===== src/rtl/arbitro_rr.sv =====
// rtl/arbitro_rr.sv - round-robin drain of NUM_Q input FIFOs into NUM_Q output FIFOs
module arbitro_rr #(
  parameter int DATA_WIDTH = 6,
  parameter int NUM_Q      = 4
) (
  input  logic                        clk,
  input  logic                        reset,
  input  logic                        active,
  input  logic [NUM_Q-1:0]            empty_in,
  input  logic [NUM_Q*DATA_WIDTH-1:0] data_in,
  input  logic [NUM_Q-1:0]            almost_full,
  output logic [NUM_Q-1:0]            pop,
  output logic [NUM_Q-1:0]            push,
  output logic [DATA_WIDTH-1:0]       data_out,
  output logic [1:0]                  arb_state,
  output logic                        idle,
  output logic [7:0]                  grant_count
);

  // Destination field is two bits wide, so the queue count is fixed at four.
  localparam int PTR_W = 2;

  typedef enum logic [1:0] {
    ST_IDLE  = 2'd0,
    ST_SERVE = 2'd1,
    ST_PAUSE = 2'd2
  } state_t;

  state_t                state;
  state_t                state_nxt;
  logic [PTR_W-1:0]      ptr;
  logic [PTR_W-1:0]      grant_idx;
  logic                  grant_found;
  logic                  any_req;
  logic                  any_af;
  logic                  serve;
  logic [DATA_WIDTH-1:0] head_word;
  logic [1:0]            head_dest;

  assign any_req   = ~&empty_in;
  assign any_af    = |almost_full;
  // A grant happens only when the upstream machine is active, nothing downstream
  // is near full and there is work; this is evaluated on live inputs each cycle.
  assign serve     = active && !any_af && any_req;
  assign head_dest = head_word[DATA_WIDTH-1 -: 2];

  // Rotating-priority search: first non-empty queue starting at ptr.
  always_comb begin
    grant_found = 1'b0;
    grant_idx   = '0;
    for (int k = 0; k < NUM_Q; k++) begin
      if (!grant_found && !empty_in[ptr + PTR_W'(k)]) begin
        grant_found = 1'b1;
        grant_idx   = ptr + PTR_W'(k);
      end
    end
  end

  // Select the head word of the granted queue.
  always_comb begin
    head_word = '0;
    for (int k = 0; k < NUM_Q; k++) begin
      if (grant_idx == PTR_W'(k)) begin
        head_word = data_in[k*DATA_WIDTH +: DATA_WIDTH];
      end
    end
  end

  // State register.
  always_ff @(posedge clk) begin
    if (reset) begin
      state <= ST_IDLE;
    end else begin
      state <= state_nxt;
    end
  end

  // Next-state: idle wins over pause when active is low.
  always_comb begin
    state_nxt = ST_IDLE;
    if (active && any_req) begin
      state_nxt = any_af ? ST_PAUSE : ST_SERVE;
    end
  end

  // Pop strobe follows the current-cycle grant decision, not the registered state.
  always_comb begin
    pop = '0;
    if (serve && grant_found) begin
      pop = NUM_Q'(1) << grant_idx;
    end
  end

  // Datapath: forward the granted word one cycle later and advance the rotation.
  always_ff @(posedge clk) begin
    if (reset) begin
      ptr         <= '0;
      push        <= '0;
      data_out    <= '0;
      grant_count <= '0;
    end else begin
      push <= '0;
      if (serve && grant_found) begin
        ptr         <= grant_idx + PTR_W'(1);
        data_out    <= head_word;
        push        <= NUM_Q'(1) << head_dest;
        grant_count <= grant_count + 8'd1;
      end
    end
  end

  assign arb_state = state;
  assign idle      = (state == ST_IDLE) && (&empty_in) && !(|push);

endmodule


===== config.mk =====
export PLATFORM = sky130hd
export DESIGN_NAME = arbitro_rr
export DESIGN_NICKNAME = d
export VERILOG_FILES = /design/src/rtl/arbitro_rr.sv
export SDC_FILE = /design/constraint.sdc
export NUM_CORES = 1
export LEC_CHECK = 0
export ABC_AREA = 1
export CORE_MARGIN = 4
export CORE_UTILIZATION = 46
export DETAILED_ROUTE_END_ITERATION = 10
export MAX_ROUTING_LAYER = met4
export PLACE_DENSITY_LB_ADDON = 0.15
export SLEW_MARGIN = 10
export SYNTH_ARGS = -nofsm -noshare
export SYNTH_HDL_FRONTEND = slang
export SYNTH_SLANG_ARGS = --single-unit

===== constraint.sdc =====
create_clock -name clk -period 4.39 [get_ports clk]
set_clock_uncertainty 0.2 [all_clocks]
set_input_delay 0.6585 -clock clk [delete_from_list [all_inputs] [get_ports clk]]
set_output_delay 0.6585 -clock clk [all_outputs]
set_load 0.02 [all_outputs]

### Word level (Yosys, flattened, before mapping)

Index checks and enable logic that the tools add are counted.

* RAM bits: 0
* output and inout bits: 25
* flip-flop bits (word level): 22
* latch bits: 0
* bits of input ports: 35
* bits in read-only memories: 0
* logic and storage cells: 67
* memories kept: 0

* equal/unequal tests: 3
* divide/modulo/power cells: 0
* $add $sub $neg: 5
* order comparisons: 4
* multiplexer cells: 22
* reduce and logical (&&, ||, !) cells: 24
* shift operators: 2
* bitwise operators: 2
* multipliers: 0

Operator list (count)
* $mux 6: 4
* $lt 2x3->1 const B: 4
* $mux 2: 5
* $logic_and 1x1->1: 9
* $add 8x1->8 const B: 1
* $bmux 1 s2: 4
* $logic_not 1->1: 8
* $mux 1: 8
* $reduce_or 4->1: 2
* $shl 1x2->4 const A: 2
* $add 2x1->2 const B: 2
* $add 2x2->2 const B: 2
* $eq 2x2->1 const B: 2
* $logic_not 2->1: 2
* $mux 4: 1
* $reduce_and 4->1: 1
* $reduce_or 2->1: 2
* $eq 2x1->1 const B: 1
* $not 1->1: 2

### Logic depth before layout (Yosys ltp)

Gate-level depths: netlist (run 1).

* word-level depth: 18
* gate-level depth with buffers: 20
* depth with buffers taken out: 18

### Worst setup path before layout (run 1)

OpenSTA, ideal clock, no wires.

* path type: input port to output port
* start point: input port empty_in[3]
* end point: output port pop[1]
* required time: 3532 ps
* path buffers: 1
* path slack: 1514 ps
* stages: 11
* data arrival time: 2018 ps
* path through: nand2_1 -> nand2_2 -> nor2_2 -> nor2_4 -> nand3b_1 -> nand2_1 -> o21ai_0 -> ha_1 -> buf_2 -> inv_1 -> nor2_1

* cells in the longest elaborated chain, start to end: 13

Ends and longest elaborated chain
* from (decl): RTL line 9 `input logic [NUM_Q-1:0] empty_in,`
* $bmux 1 s2: RTL line 52 `if (!grant_found && !empty_in[ptr + PTR_W'(k)]) begin`
* $mux 1 (not written as such): RTL line 52
* $logic_not 1->1: RTL line 52
* $logic_and 1x1->1: RTL line 52
* $mux 1: RTL line 52
* $logic_not 1->1: RTL line 52
* $logic_and 1x1->1: RTL line 52
* $mux 1: RTL line 52
* $logic_not 1->1: RTL line 52
* $logic_and 1x1->1: RTL line 52
* $mux 2 or $mux 1 (tied branches): RTL line 52
* $shl 1x2->4 or $logic_and 1x1->1 (tied branches): RTL line 90, 89
* $mux 4 *: RTL line 89 `if (serve && grant_found) begin`
* to (decl): RTL line 12 `output logic [NUM_Q-1:0] pop,`

Every way passes the cells marked *; elsewhere a longest branch is shown, timed or not. The select of a mux whose other input is x is not followed.

### Final worst setup path (run 1)

* start point: input port empty_in[2]
* end point: output port pop[3]

The elaborated chain is that of the path after synthesis.

==> flow_results.org, run 1 <==
** Run status
- The flow ran to the end, and the final reports show no timing, DRC or antenna violations.

** Global routing
- Largest net degree at the start of global routing :: 25
- The number of antenna violations at the first check in global routing is 0.
- Gr usage total :: 0.1743
- The number of global-route vias before repair was 1359.
- The first global-routing pass estimated 5768 um of wire.
- Remaining global-route overflow :: 0

** Critical path
- The worst register-to-register path ends at push[2]$_SDFF_PP0_.
- Among cell families on the critical path, the largest total delay comes from buffers and inverters.
- Data arrives at the worst endpoint at 3.20 ns.
- For this run, the slowest stage of the critical path takes 0.62 ns.
- By startpoint and endpoint, the worst setup path is classified as primary input to primary output.
- Kind of start point of the critical path :: primary input
- STA classifies the critical path endpoint as a primary output.
- Cell-by-cell listing of the critical path :: clkdlybuf4s50_1, nand2_1, nand2_2, nand2_1, nand2_2, nand3_2, nor2_4, nor2_1, nor2_1, ha_1, inv_2, nor2_1, clkdlybuf4s50_1
- Together, buffers and inverters on the worst path number 3.
- Data on the critical path is required at its endpoint by 3.53 ns.
- Cell mode on critical path :: sky130_fd_sc_hd__nor2_1
- In this run the worst path has a maximum fanout of 8.
- The slowest stage of the critical path belongs to the cell sky130_fd_sc_hd__clkdlybuf4s50_1.
- Counting cells, the worst reg-to-reg path comes to 15.
- R2R Setup Slk :: 1.71 ns
- The worst register-to-register path begins at ptr[0]$_SDFFE_PP0P_.

** Timing
- Period minus WS final :: 4.056 ns
- At the pin with the least slew margin, the transition time is 0.3951 ns.
- The count of final hold-check violations is 0.
- Final-report max-slew violation count :: 0
- Unrepaired setup endpoints after global routing :: false
- Based on the critical path, the design can be clocked at up to 246.6 MHz.
- Measured against its own limit, the worst slew margin works out to 0.7342.
- Setup violations remaining at the end of the flow were counted as 0.
- Crit share post-route :: 0.9238
- Aggregate negative setup slack :: 0 ns

** Clocking
- CTS built an H-tree with a depth of 1.
- Once the clock tree was built, the setup fixing pass inserted 0 buffers.
- Clk Latency, worst-skew pair :: 0.30 ns
- Buffers inserted to repair hold after CTS numbered 0.
- Clk slew on worst S/H paths :: 0.11 ns
- Post-CTS repair changed the size of 0 cells.
- In this run the deepest clock path goes through 2 buffers.
- Clock Sink Count :: 22
- Buffer type at the clock tree root :: sky130_fd_sc_hd__clkbuf_4
- TritonCTS built the clock tree.
- Buffers inserted during clock tree synthesis total 3.

** Min path
- The min-delay analysis places its worst path in the category register to register.
- Worst hold path depth :: 2
- For hold timing, the worst endpoint is data_out[5]$_SDFFE_PP0P_.
- Hold path startpoint :: data_out[5]$_SDFFE_PP0P_

** Finish
- Ant. Diodes :: 0
- Count of filler cells inserted in the layout :: 274
- Area added between synthesis and finish :: 44.48%
- Post-route cell area :: 0.002097 mm2
- At the end of the flow, the number of nets in the layout was 314.
- In the final layout, the share of cells above drive strength 1 is 0.1282.

** Yosys
- Largest area contributor in the netlist :: sky130_fd_sc_hd__dfxtp_1
- Cell variety after synth :: 27
- In this run, synthesis produced a sequential element count of 22.
- Top area cells in the synthesized netlist :: sky130_fd_sc_hd__dfxtp_1, sky130_fd_sc_hd__nand2_1, sky130_fd_sc_hd__nor2_1
- Proportion of synthesized chip area in sequential cells :: 0.3034
- After synthesis the cells add up to 0.001451 mm2.
- For this run, the leading register cell type out of synthesis is sky130_fd_sc_hd__dfxtp_1.
- Yosys synthesis warning count :: 0
- Most common cell in the netlist :: sky130_fd_sc_hd__nand2_1
- Proportion of synthesized flip-flops having asynchronous set or reset :: 0
- Post-synth top cells :: sky130_fd_sc_hd__nand2_1, sky130_fd_sc_hd__nor2_1, sky130_fd_sc_hd__dfxtp_1, sky130_fd_sc_hd__a21oi_1, sky130_fd_sc_hd__inv_1
- Synthesis produced 215 cells.
- Per-instance average area after synthesis :: 6.751 um2
- The share of synthesized area in the top cell type comes to 0.3034.
- In this run, synthesis inferred 0 flip-flops with an integrated enable.
- Synthesis produced a netlist with a net count of 255.

** Route
- Routed wirelength normalized by instance count :: 10.70 um
- In the routed design, unresolved DRC markers number 0.
- First-pass iteration count of the detailed router :: 4
- Post-DRT Antenna Nets :: 0
- For this block, the initial DRC count from the detailed router was 77.
- The routed layout has 1479 vias.
- The routed design has 3393 um of wire.
- Mean number of vias per cell :: 4.666

** Floorplan
- From left edge to right edge, the die measures 64.17 um.
- Floorplan core area :: 0.003028 mm2
- Die height :: 64.17 um
- For this configuration, the core starts out at a cell density of 0.4793.
- Row count :: 20
- In this run the count of I/O pins placed on the die edge is 60.
- The die covers 0.004118 mm2.

** Placed design
- Post-DP HPWL :: 2798 um
- Gp weighted congestion :: 0.8301
- Cell area after placement :: 0.002061 mm2
- Count of buffers from port buffering :: 59

** Power
- Leak Pwr :: 0.9068 nW
- Total power :: 0.4422 mW
- Total power per unit cell area :: 210.9 mW/mm2
- IR drop worst, VDD :: 0.2222 mV

** Job
- Across the run, the number of max-cap violations was 0.
==> worst max-delay path by stage <==
stage / start / end / cells after the start
global route: empty_in[2] / pop[3] / 13
detailed placement: empty_in[2] / pop[3] / 13
floorplan: empty_in[3] / pop[1] / 11
finish: empty_in[2] / pop[3] / 13
global placement: empty_in[2] / pop[3] / 13
CTS: empty_in[2] / pop[3] / 13
==> logic make-up after synthesis <==
family | count (synthesis) | share of synthesized area
compound gates | 34 | 0.1293
fa+ha+maj | 5 | 0.04310
simple gates | 127 | 0.4353
flops | 22 | 0.3034
buf+inv | 27 | 0.08879
==> area by class of cell <==
class / count / area (um2) / share of cell area
multi-input cells: 166 / 882.1 / 0.4206
inverters: 22 / 92.59 / 0.04415
well taps: 44 / 55.05 / 0.02625
flip-flops and latches: 22 / 440.4 / 0.2100
repair buffers: 59 / 590.6 / 0.2816
clock buffers: 4 / 36.28 / 0.01730
==> report_power, final <==
part           switching, mW  internal (mW)  leakage, nW
Combinational         0.0678         0.0609        0.708
Clock                 0.0581         0.0506       0.0210
Sequential           0.00249          0.202        0.178
==> worst register-to-register path, delay by kind of cell (launching register included) <==
| family | cells | cell delay, ns |
|---|---|---|
| simple gates | 9 | 0.71 |
| compound gates | 3 | 0.59 |
| flops | 1 | 0.58 |
| fa+ha+maj | 1 | 0.38 |
| buf+inv | 2 | 0.18 |
==> placed cells by master, fill, tap and decap left out, types with 8 or more instances in the layout <==
cell type                         instances
sky130_fd_sc_hd__nand2_2                  8
sky130_fd_sc_hd__nand2_1                 58
sky130_fd_sc_hd__nor2_1                  28
sky130_fd_sc_hd__dfxtp_1                 22
sky130_fd_sc_hd__nand3_1                 13
sky130_fd_sc_hd__a21oi_1                 17
sky130_fd_sc_hd__o21ai_1                  8
sky130_fd_sc_hd__clkdlybuf4s50_1         59
sky130_fd_sc_hd__inv_1                   16
==> layer usage <==
layer | share of wire | track usage | vias up
li1 | - | - | 805
met5 | 0 | - | -
met2 | 0.42 | 0.2761 | 55
met1 | 0.50 | 0.2281 | 614
met4 | 0.0077 | 0.03958 | 0
met3 | 0.075 | 0.03691 | 5
==> stage by stage <==
stage | util | instances | worst slack [ns] | hold WS (ns)
after floorplan | - | 215 | 1.514 | 0.3448
after global placement | 0.6806 | 313 | 0.3994 | 0.2751
after detailed placement | 0.6806 | 313 | 0.3388 | 0.2787
after CTS | 0.6926 | 317 | 0.3318 | 0.2968
after global routing | 0.6926 | 317 | 0.1516 | 0.3423
final | 0.6926 | 317 | 0.3344 | 0.2893
==> state kept, by name, indices dropped and copies added, names as in the netlist <==
register / flops
arb_state: 2
data_out: 6
grant_count: 8
ptr: 2
push: 4
(Power assumes the default switching activity.)
==> run 2, diff against run 1 <==
--- a/config.mk
+++ b/config.mk
@@ -6,7 +6,7 @@
 export NUM_CORES = 1
 export LEC_CHECK = 0
 export ABC_AREA = 1
-export CORE_MARGIN = 4
+export CORE_ASPECT_RATIO = 0.5
 export CORE_UTILIZATION = 46
 export DETAILED_ROUTE_END_ITERATION = 10
 export MAX_ROUTING_LAYER = met4
==> run 2 against run 1 <==
Register-to-register slack got worse by 0.11 ns. Sequential power about the same. Critical endpoint unchanged. Clock power grew 72%. Routed wire length is 16% higher. Global-route usage grew 7.7 points.
==> flow_results.org, run 2 (synthesis results as in run 1) <==
** Floorplan
- Floorplan core area :: 0.002781 mm2 (was 0.003028 mm2)
- Initial standard-cell utilization of the core :: 0.5218 (was 0.4793)
- Die Span X :: 81.44 um (was 64.17 um)
- Row count :: 13 (was 20)
- Ports placed on the boundary :: 60 (unchanged)
- The overall die height is 41.72 um (was 64.17 um).
- Overall die area :: 0.003398 mm2 (was 0.004118 mm2)

** Finish
- Most frequent cells in the layout :: sky130_fd_sc_hd__clkdlybuf4s50_1, sky130_fd_sc_hd__nand2_1, sky130_fd_sc_hd__nor2_1 (unchanged)
- Share of layout cells above drive strength 1 :: 0.1282 (unchanged)
- The number of flip-flops in the largest register is 8 (unchanged).
- Most common cell after layout, fill and taps aside :: sky130_fd_sc_hd__clkdlybuf4s50_1 (unchanged)
- The number of nets in the layout came to 314 (unchanged).
- The register bank with the most flops is grant_count (unchanged).
- Regs by FF count: grant_count (8), data_out (6), push (4) (unchanged).
- Fin util :: 0.7634 (was 0.6926)
- Area added between synthesis and finish :: 46.29% (was 44.48%)
- The number of antenna cells inserted was 0 (unchanged).

** Clocking
- Clock buffer depth :: 2 (unchanged)
- Cts-stage hold buffer count :: 0 (unchanged)
- Clock tree from TritonCTS :: yes (unchanged)
- H-Tree Depth :: 1 (unchanged)
- The CTS root buffer was sky130_fd_sc_hd__clkbuf_8 (was sky130_fd_sc_hd__clkbuf_4).
- Clk slew on worst S/H paths :: 0.08 ns (was 0.11 ns)
- TritonCTS Buffers :: 3 (unchanged)
- Clock Sink Count :: 22 (unchanged)
- Total of cells resized after clock tree synthesis :: 0 (unchanged)
- Clk Latency, worst-skew pair :: 0.26 ns (was 0.30 ns)
- The number of buffers added for setup after CTS came to 0 (unchanged).

** Global routing
- Global-route wire length before repair :: 6341 um (was 5768 um)
- Remaining global-route overflow :: 0 (unchanged)
- The global-route met3 utilization came to 0.06154 (was 0.03691).
- Antenna violations before repair :: 0 (unchanged)
- Number of global-route vias before repair :: 1468 (was 1359)
- Gr usage total :: 0.2511 (was 0.1743)
- The global routing met2 resource utilization was 0.4317 (was 0.2761).
- Most heavily used metal layer in global routing :: met2 (unchanged)
- The global-route met1 utilization was 0.2928 (was 0.2281).
- The largest net degree at the start of global routing came to 25 (unchanged).

** Timing
- Aggregate negative setup slack :: 0 ns (unchanged)
- The count of final hold-check violations came to 0 (unchanged).
- The period utilization is 0.9425 (was 0.9238).
- The headroom to the max-slew limit was 0.7226 (was 0.7342).
- Final-report max-slew violation count :: 0 (unchanged)
- The post-layout minimum cycle time is 4.138 ns (was 4.056 ns).
- Worst Max-Slew Pin Slew :: 0.4123 ns (was 0.3951 ns)
- Unrepaired setup endpoints after global routing: false (unchanged).
- Setup violators final :: 0 (unchanged)
- The minimum setup slack in the final design was 0.2524 ns (was 0.3344 ns).
- The fmax is 241.7 MHz (was 246.6 MHz).

** Job
- The max-cap check violation count is 0 (unchanged).

** Critical path
- The worst-path maximum fanout came to 8 (unchanged).
- Kind of start point of the critical path :: primary input (unchanged)
- The critical path data required time came to 3.53 ns (about the same).
- Worst Path Arrival :: 3.28 ns (was 3.20 ns)
- Worst Setup Path Type :: primary input to primary output (unchanged)
- The endpoint class of the critical path was a primary output (unchanged).

** Placed design
- Gp weighted congestion :: 0.8441 (was 0.8301)
- Post-DP HPWL :: 3052 um (was 2798 um)
- Placement-stage worst setup slack :: 0.3009 ns (was 0.3388 ns)
- Count of buffers from port buffering :: 59 (unchanged)

** Route
- Mean number of vias per cell :: 5.116 (was 4.666)
- The post-detailed-route count of antenna-violating nets was 0 (unchanged).
- First-pass iteration count of the detailed router :: 4 (unchanged)
- Number of vias in the routed layout :: 1586 (was 1479)
- The number of DRC violations after detailed-routing iteration 0 was 69 (was 77).
- Routed wirelength normalized by instance count :: 12.74 um (was 10.70 um)
- The DRC violations left is 0 (unchanged).
- Routed wire length :: 3948 um (was 3393 um)

** Power
- The largest vdd supply drop came to 0.1893 mV (was 0.2222 mV).
- The static power due to leakage was 0.9215 nW (was 0.9068 nW).
- The power density relative to cell area is 247.9 mW/mm2 (was 210.9 mW/mm2).

** Min path
- The class of the most critical hold timing path is register to register (unchanged).

** Run status
- Status: completed (unchanged).
run 2: cell types whose count changed in the layout (fill, tap and decap cells not counted):
cell | before | now
sky130_fd_sc_hd__bufinv_16 | 0 | 1
sky130_fd_sc_hd__clkbuf_4 | 3 | 0
sky130_fd_sc_hd__clkbuf_8 | 1 | 3
run 2: per-layer routing:
metal,routed length (um),vias to the layer above,part of all wire
li1,-,812,-
met1,1768,734,0.45
met2,1945,34,0.49
met3,182,6,0.046
met4,51,0,0.013
met5,0,-,0
run 2: cell type report:
type | count | area, um2
Fill cell | 219 | 658.1
Inverter | 22 | 92.59
Timing Repair Buffer | 59 | 590.6
Tap cell | 37 | 46.29
Multi-Input combinational cell | 166 | 882.1
Clock buffer | 3 | 41.29
Sequential cell | 22 | 440.4
Clock inverter | 1 | 30.03
run 2: per-stage QoR:
| step | instances | hold slack (ns) | area [um2] | power, mW |
|---|---|---|---|---|
| 2_1_floorplan | 215 | 0.3448 | 1451 | 0.2855 |
| 3_3_place_gp | 306 | 0.2688 | 2052 | 0.3369 |
| 3_5_place_dp | 306 | 0.2799 | 2052 | 0.3409 |
| 4_1_cts | 310 | 0.2891 | 2123 | 0.5305 |
| 5_1_grt | 310 | 0.3183 | 2123 | 0.5519 |
| 6_report | 310 | 0.2868 | 2123 | 0.5264 |
run 2: final timing paths:
path / endpoint / from / cells past startpoint / slack [ns]
worst max register to register: push[1]$_SDFF_PP0_ / ptr[0]$_SDFFE_PP0P_ / 16 / 1.60
worst min-delay path: data_out[5]$_SDFFE_PP0P_ / data_out[5]$_SDFFE_PP0P_ / 2 / 0.29
worst max-delay path: pop[3] / empty_in[2] / 13 / 0.25
worst min register to register: data_out[5]$_SDFFE_PP0P_ / data_out[5]$_SDFFE_PP0P_ / 2 / 0.29
run 2: worst max-delay path, cell delays in order:
cell	delay, ns
sky130_fd_sc_hd__clkdlybuf4s50_1	0.59
sky130_fd_sc_hd__nand2_1	0.11
sky130_fd_sc_hd__nand2_2	0.11
sky130_fd_sc_hd__nand2_1	0.07
sky130_fd_sc_hd__nand2_2	0.09
sky130_fd_sc_hd__nand3_2	0.11
sky130_fd_sc_hd__nor2_4	0.12
sky130_fd_sc_hd__nor2_1	0.05
sky130_fd_sc_hd__nor2_1	0.15
sky130_fd_sc_hd__ha_1	0.36
sky130_fd_sc_hd__inv_2	0.14
sky130_fd_sc_hd__nor2_1	0.12
sky130_fd_sc_hd__clkdlybuf4s50_1	0.60
run 2: where the power goes:
part | total [mW] | switching, mW | internal [mW]
clock network | 0.187 | 0.0657 | 0.122
logic | 0.134 | 0.0732 | 0.0610
registers | 0.205 | 0.00256 | 0.202
total | 0.526 | 0.141 | 0.385
==> run 3, diff against run 2 <==
--- a/config.mk
+++ b/config.mk
@@ -6,11 +6,13 @@
 export NUM_CORES = 1
 export LEC_CHECK = 0
 export ABC_AREA = 1
+export CAP_MARGIN = 20
 export CORE_ASPECT_RATIO = 0.5
 export CORE_UTILIZATION = 46
 export DETAILED_ROUTE_END_ITERATION = 10
 export MAX_ROUTING_LAYER = met4
 export PLACE_DENSITY_LB_ADDON = 0.15
+export SKIP_CTS_REPAIR_TIMING = 1
 export SLEW_MARGIN = 10
 export SYNTH_ARGS = -nofsm -noshare
 export SYNTH_HDL_FRONTEND = slang
==> results of run 3 <==
The final DEF is identical to that of run 2; final timing and power are the same.
